<file path="src/rtl/ysyx_041461_mul_pkg.sv">
// Shared definitions for the iterative Booth multiplier: operand modes, FSM encoding, Booth digits.
package ysyx_041461_mul_pkg;

    localparam logic [1:0] MUL_UU  = 2'b00;
    localparam logic [1:0] MUL_SU  = 2'b01;
    localparam logic [1:0] MUL_SS  = 2'b10;
    localparam logic [1:0] MUL_RSV = 2'b11;

    localparam logic [1:0] ST_IDLE = 2'b00;
    localparam logic [1:0] ST_CALC = 2'b01;
    localparam logic [1:0] ST_DONE = 2'b10;

    // Bit 2 is the negate flag, bits [1:0] the magnitude (0, 1 or 2).
    typedef enum logic [2:0] {
        BD_ZERO = 3'b000,
        BD_POS1 = 3'b001,
        BD_POS2 = 3'b010,
        BD_NEG1 = 3'b101,
        BD_NEG2 = 3'b110
    } booth_digit_e;

    function automatic booth_digit_e booth_decode(input logic [2:0] grp);
        booth_digit_e d;
        case (grp)
            3'b001, 3'b010: d = BD_POS1;
            3'b011:         d = BD_POS2;
            3'b100:         d = BD_NEG2;
            3'b101, 3'b110: d = BD_NEG1;
            default:        d = BD_ZERO;
        endcase
        return d;
    endfunction

    function automatic logic mode_a_signed(input logic [1:0] mode);
        return (mode == MUL_SU) || (mode == MUL_SS);
    endfunction

    function automatic logic mode_b_signed(input logic [1:0] mode);
        return mode == MUL_SS;
    endfunction

endpackage

</file>
<file path="src/rtl/ysyx_041461_mul_booth_step.sv">
// One radix-4 Booth step: maps a 3-bit multiplier group to digit * multiplicand, modulo 2^(2*XLEN).
module ysyx_041461_booth_step
    import ysyx_041461_mul_pkg::*;
#(
    parameter int XLEN = 64
) (
    input  logic [2:0]        grp,
    input  logic [2*XLEN-1:0] mcand,
    output logic [2*XLEN-1:0] addend
);

    localparam int PW = 2 * XLEN;

    logic [2:0]    digit;
    logic [PW-1:0] mag;

    always_comb begin
        digit = booth_decode(grp);
        case (digit[1:0])
            2'b01:   mag = mcand;
            2'b10:   mag = {mcand[PW-2:0], 1'b0};
            default: mag = '0;
        endcase
        addend = digit[2] ? (~mag + {{(PW-1){1'b0}}, 1'b1}) : mag;
    end

endmodule

</file>
<file path="src/rtl/ysyx_041461_mul_iter.sv">
// Iterative radix-4 Booth multiplier XLEN x XLEN -> 2*XLEN; STEPS+1 cycles accept-to-valid, result held until out_ready.
// Define YSYX_041461_MUL_EARLY_OUT_EN to finish once the remaining multiplier bits are all-zeros/all-ones (min 2 cycles).
module ysyx_041461_mul_iter
    import ysyx_041461_mul_pkg::*;
#(
    parameter int XLEN = 64
) (
    input  logic            clk,
    input  logic            rst,
    input  logic            in_valid,
    output logic            in_ready,
    input  logic [1:0]      in_mode,
    input  logic [XLEN-1:0] in_multiplicand,
    input  logic [XLEN-1:0] in_multiplier,
    input  logic            flush,
    output logic            out_valid,
    input  logic            out_ready,
    output logic [XLEN-1:0] out_hi,
    output logic [XLEN-1:0] out_lo,
    output logic            busy
);

    localparam int STEPS = XLEN / 2 + 1;
    localparam int CW    = $clog2(STEPS + 1);
    localparam int PW    = 2 * XLEN;
    localparam int MW    = XLEN + 3;
    localparam logic [CW-1:0] LAST_STEP = CW'(STEPS - 1);

    logic [1:0]      state_q,  state_d;
    logic [PW-1:0]   mcand_q,  mcand_d;
    logic [MW-1:0]   mplier_q, mplier_d;
    logic [PW-1:0]   acc_q,    acc_d;
    logic [CW-1:0]   cnt_q,    cnt_d;
    logic            fin_q,    fin_d;
    logic            rsv_q,    rsv_d;
    logic [XLEN-1:0] hi_q,     hi_d;
    logic [XLEN-1:0] lo_q,     lo_d;

    logic [PW-1:0]   addend;
    logic [PW-1:0]   a_ext;
    logic [MW-1:0]   b_ext;
    logic [MW-1:0]   mplier_sh;
    logic            rest_trivial;

    ysyx_041461_booth_step #(
        .XLEN   (XLEN)
    ) u_booth_step (
        .grp    (mplier_q[2:0]),
        .mcand  (mcand_q),
        .addend (addend)
    );

    // The multiplier register carries the implicit zero below bit 0 as its LSB.
    assign a_ext = mode_a_signed(in_mode) ? {{XLEN{in_multiplicand[XLEN-1]}}, in_multiplicand}
                                          : {{XLEN{1'b0}}, in_multiplicand};
    assign b_ext = mode_b_signed(in_mode) ? {{2{in_multiplier[XLEN-1]}}, in_multiplier, 1'b0}
                                          : {2'b00, in_multiplier, 1'b0};

    assign mplier_sh = {{2{mplier_q[MW-1]}}, mplier_q[MW-1:2]};

`ifdef YSYX_041461_MUL_EARLY_OUT_EN
    assign rest_trivial = (mplier_sh == '0) || (mplier_sh == '1);
`else
    assign rest_trivial = 1'b0;
`endif

    always_comb begin
        state_d  = state_q;
        mcand_d  = mcand_q;
        mplier_d = mplier_q;
        acc_d    = acc_q;
        cnt_d    = cnt_q;
        fin_d    = fin_q;
        rsv_d    = rsv_q;
        hi_d     = hi_q;
        lo_d     = lo_q;

        if (flush) begin
            state_d = ST_IDLE;
        end else begin
            case (state_q)
                ST_IDLE: begin
                    if (in_valid) begin
                        state_d  = ST_CALC;
                        mcand_d  = a_ext;
                        mplier_d = b_ext;
                        acc_d    = '0;
                        cnt_d    = '0;
                        fin_d    = 1'b0;
                        rsv_d    = (in_mode == MUL_RSV);
                    end
                end
                ST_CALC: begin
                    // One settle edge after the final step moves the accumulator into the output registers.
                    if (fin_q) begin
                        state_d = ST_DONE;
                        hi_d    = rsv_q ? '0 : acc_q[PW-1:XLEN];
                        lo_d    = rsv_q ? '0 : acc_q[XLEN-1:0];
                    end else begin
                        acc_d    = acc_q + addend;
                        mcand_d  = {mcand_q[PW-3:0], 2'b00};
                        mplier_d = mplier_sh;
                        cnt_d    = cnt_q + CW'(1);
                        fin_d    = (cnt_q == LAST_STEP) || rest_trivial;
                    end
                end
                ST_DONE: begin
                    if (out_ready) begin
                        state_d = ST_IDLE;
                    end
                end
                default: state_d = ST_IDLE;
            endcase
        end
    end

    always_ff @(posedge clk or posedge rst) begin
        if (rst) begin
            state_q  <= ST_IDLE;
            mcand_q  <= '0;
            mplier_q <= '0;
            acc_q    <= '0;
            cnt_q    <= '0;
            fin_q    <= 1'b0;
            rsv_q    <= 1'b0;
            hi_q     <= '0;
            lo_q     <= '0;
        end else begin
            state_q  <= state_d;
            mcand_q  <= mcand_d;
            mplier_q <= mplier_d;
            acc_q    <= acc_d;
            cnt_q    <= cnt_d;
            fin_q    <= fin_d;
            rsv_q    <= rsv_d;
            hi_q     <= hi_d;
            lo_q     <= lo_d;
        end
    end

    assign in_ready  = (state_q == ST_IDLE);
    assign out_valid = (state_q == ST_DONE);
    assign busy      = (state_q == ST_CALC) || (state_q == ST_DONE);
    assign out_hi    = hi_q;
    assign out_lo    = lo_q;

endmodule
</file>
<file path="config.mk">
export PLATFORM = sky130hd
export DESIGN_NAME = ysyx_041461_mul_iter
export DESIGN_NICKNAME = d
export VERILOG_FILES = /design/src/rtl/ysyx_041461_mul_pkg.sv /design/src/rtl/ysyx_041461_mul_booth_step.sv /design/src/rtl/ysyx_041461_mul_iter.sv
export SDC_FILE = /design/constraint.sdc
export NUM_CORES = 2
export LEC_CHECK = 0
export CAP_MARGIN = 15
export CORE_ASPECT_RATIO = 1.2
export CORE_MARGIN = 2
export CORE_UTILIZATION = 40
export CTS_CLUSTER_DIAMETER = 200
export DETAILED_ROUTE_END_ITERATION = 6
export MAX_ROUTING_LAYER = met4
export PLACE_DENSITY_LB_ADDON = 0.12
export SLEW_MARGIN = 30
export SYNTH_ARGS = -nofsm -noshare
export SYNTH_HDL_FRONTEND = slang
export SYNTH_SLANG_ARGS = --single-unit
</file>
<file path="constraint.sdc">
create_clock -name clk -period 23.9 [get_ports clk]
set_clock_uncertainty 0.15 [all_clocks]
set_input_delay 5.975 -clock clk [delete_from_list [all_inputs] [get_ports clk]]
set_output_delay 5.975 -clock clk [all_outputs]
set_load 0.05 [all_outputs]
</file>
==> results.yml <==
cts:
  cts_made_buffers: 53
  ctsResizeCount: 0
  clkTransAtPathRegs_ps: 60
  ctsHoldBuffers: 0
  clockBufferDepth: 3
  cts_setup_buffers: 0
  clkLatencyLatePin_ps: 630
  htree_levels: 2
  cts_tree: "yes"
  cts_root_buf: "clkbuf_16"
  numClockSinks: 461
timing:
  max_freq_mhz: 106
  worstMarginPinSlew_ps: 985
  setup_viol: 0
  tns_ps: 0
  min_period_ps: 9410
  hold_violations: 0
  drv_slew: 0
  finalCritPeriodShare_pct: 39.4
  rsz0062_at_grt: "no"
  slew_headroom_pct: 33.5
synth:
  synth_area_um2: 32200
  synth-edff-count: 0
  synth_seq_area_share_pct: 35.8
  syn_nets: 4184
  yosysMostFrequentCell: "nand2_1"
  ys_async_sr_fraction_pct: 100
  avgSynthCellArea_um2: 8.30
  synth_commonest_cells: "612 x nand2_1, 579 x o21ai_0, 461 x dfrtp_1, 260 x a21oi_1, 229 x nor2_1"
  synth_area_leaders: "dfrtp_1 36%, o21ai_0 9.0%, nand2_1 7.1%, ha_1 6.6%, a21oi_1 4.0%"
  synth_top_cell_by_area: "dfrtp_1"
  yosys_warnings: 0
  synth_seq_cells: 461
  synth_flop_cell: "dfrtp_1"
  netlist.area_leader.share_pct: 35.8
  synth_cells: 3879
  synth.distinct_cells: 90
final_layout:
  synthToLayoutAreaGrowth_pct: 15.9
  final_cells: 5065
  drive_gt1_share_pct: 4.38
  fillers: 7993
  fin_nets: 4280
  regArea_um2: 11500
  multi_input_area_um2: 19400
worst_setup_path:
  cp.arrival_ps: 9790
  worstSetupPathType: "reg -> reg"
  crit_fanout: 96
  critPathLaunch: "mplier_q[0]$_DFFE_PP0P_"
  worst-path-buf-inv: 1
  cpLargestDelayFamily: "simple AND/OR/NAND/NOR gates"
  worstRegToRegCells: 26
  crit_cells: 26
  r2r-end: "acc_q[122]$_DFFE_PP0P_"
  worst-r2r-setup-slack_ps: 14490
  crit_slowest_cell: "o41ai_1"
  crit_path_end_kind: "flip-flop"
  crit_end: "acc_q[122]$_DFFE_PP0P_"
  cp-start-kind: "flip-flop"
  reg2reg_from: "mplier_q[0]$_DFFE_PP0P_"
  max_stage_delay_ps: 940
  worstPathRequired_ps: 24280
global_route:
  globalRouteOverflowTotal: 0
  grt_pass1_vias: 28500
  antenna_found_initial: 2
  grtUsageTotal_pct: 24.4
  grt_max_degree: 107
  grt_pass1_wl_um: 159000
drt:
  firstDrtPassIters: 7
  antenna_left: 0
  wirelength_um: 99200
  vias: 28600
  drtIter0Drc: 2189
  vias_per_cell: 5.64
  drc: 0
  routedWlPerCell_um: 19.6
die:
  fp.dieW_um: 263
  coreArea_um2: 80200
  start_util_pct: 40.2
  num_io_pins: 266
  die_area_um2: 82800
  die_h_um: 315
  num_rows: 114
placement:
  hpwl_um: 71900
  place_inst: 4964
  port_buffers: 265
  place_congestion: 0.929
flow_run:
  drv_cap: 0
power_and_ir_drop:
  ir_drop_mv: 0.0829
  power_density_nw_per_um2: 156
  p_leak_nw: 15.6
min_path:
  worstHoldPathType: "reg -> reg"
outcome:
  status: "complete, no violations"
==> worst min-delay path, stage by stage (launching register included) <==
cell	delay (ps)
dfrtp_1	340
nand2_1	40
o21ai_0	50
==> logic make-up after synthesis <==
group,synth area share [%]
compound gates,24.9
simple gates,17.8
flops,35.8
buf+inv,4.08
xor+xnor,6.76
fa+ha+maj,6.63
mux,4.02
==> cell type report <==
class                      instances  share of cell area (%)
timing repair buffer             293                    7.72
multi-input combinational       3102                    52.0
clock inverter                    24                   0.918
tap                             1044                    3.50
antenna                            2                  0.0134
inverter                          64                   0.664
clock buffer                      75                    4.24
sequential                       461                    30.9
==> metal layers <==
| metal | vias to the layer above | global-route usage [%] | routed length, µm |
|---|---|---|---|
| met2 | 701 | 40.0 | 46600 |
| met5 | - | - | 0 |
| met4 | 0 | 8.27 | 3310 |
| met3 | 161 | 4.04 | 5210 |
| met1 | 13600 | 30.6 | 44000 |
| li1 | 14100 | - | - |
==> metrics by stage <==
step / utilization [%] / setup WS (ps) / hold WS, ps / area [µm²] / power [W]
6_report: 46.6 / 14490 / 325 / 37300 / 0.00583
3_5_place_dp: 44.2 / 14070 / 319 / 35400 / 0.00490
3_3_place_gp: 44.2 / 14140 / 311 / 35400 / 0.00490
4_1_cts: 46.6 / 14550 / 333 / 37300 / 0.00584
2_1_floorplan: - / 4920 / 300 / 32200 / 0.00398
5_1_grt: 46.6 / 13890 / 350 / 37300 / 0.00633
==> power by group <==
group | switching, W | total, W | leakage (nW) | internal [W]
clock network | 0.000357 | 0.000904 | 0.946 | 0.000547
registers | 0.000285 | 0.00129 | 6.14 | 0.00101
logic | 0.00232 | 0.00364 | 8.51 | 0.00132
total | 0.00296 | 0.00583 | 15.6 | 0.00287
==> sequential cells by signal, indices dropped and copies added, names as in the netlist <==
signal / count
state_q: 2
mplier_q: 67
rsv_q: 1
out_lo: 64
cnt_q: 6
mcand_q: 128
out_hi: 64
fin_q: 1
acc_q: 128
==> layout by cell type, fill, tap and decap left out, types with 127 or more instances in the layout <==
| cell type | n |
|---|---|
| a21oi_1 | 260 |
| clkdlybuf4s50_1 | 265 |
| dfrtp_1 | 460 |
| ha_1 | 166 |
| mux2i_1 | 127 |
| nand2_1 | 610 |
| nand2b_1 | 137 |
| nor2_1 | 229 |
| o21ai_0 | 578 |
| xnor2_1 | 131 |
==> how the worst min path moves through the flow <==
stage                                           to  cells past startpoint                      from
after floorplan           mplier_q[10]$_DFFE_PP0P_                      2  mplier_q[10]$_DFFE_PP0P_
after global placement      out_lo[62]$_DFFE_PP0P_                      2    out_lo[62]$_DFFE_PP0P_
after detailed placement    out_lo[62]$_DFFE_PP0P_                      2    out_lo[62]$_DFFE_PP0P_
after CTS                 mplier_q[18]$_DFFE_PP0P_                      2  mplier_q[18]$_DFFE_PP0P_
after global routing      mplier_q[15]$_DFFE_PP0P_                      2  mplier_q[15]$_DFFE_PP0P_
final                        out_hi[6]$_DFFE_PP0P_                      2     out_hi[6]$_DFFE_PP0P_
Power figures use the tool's default switching activity.
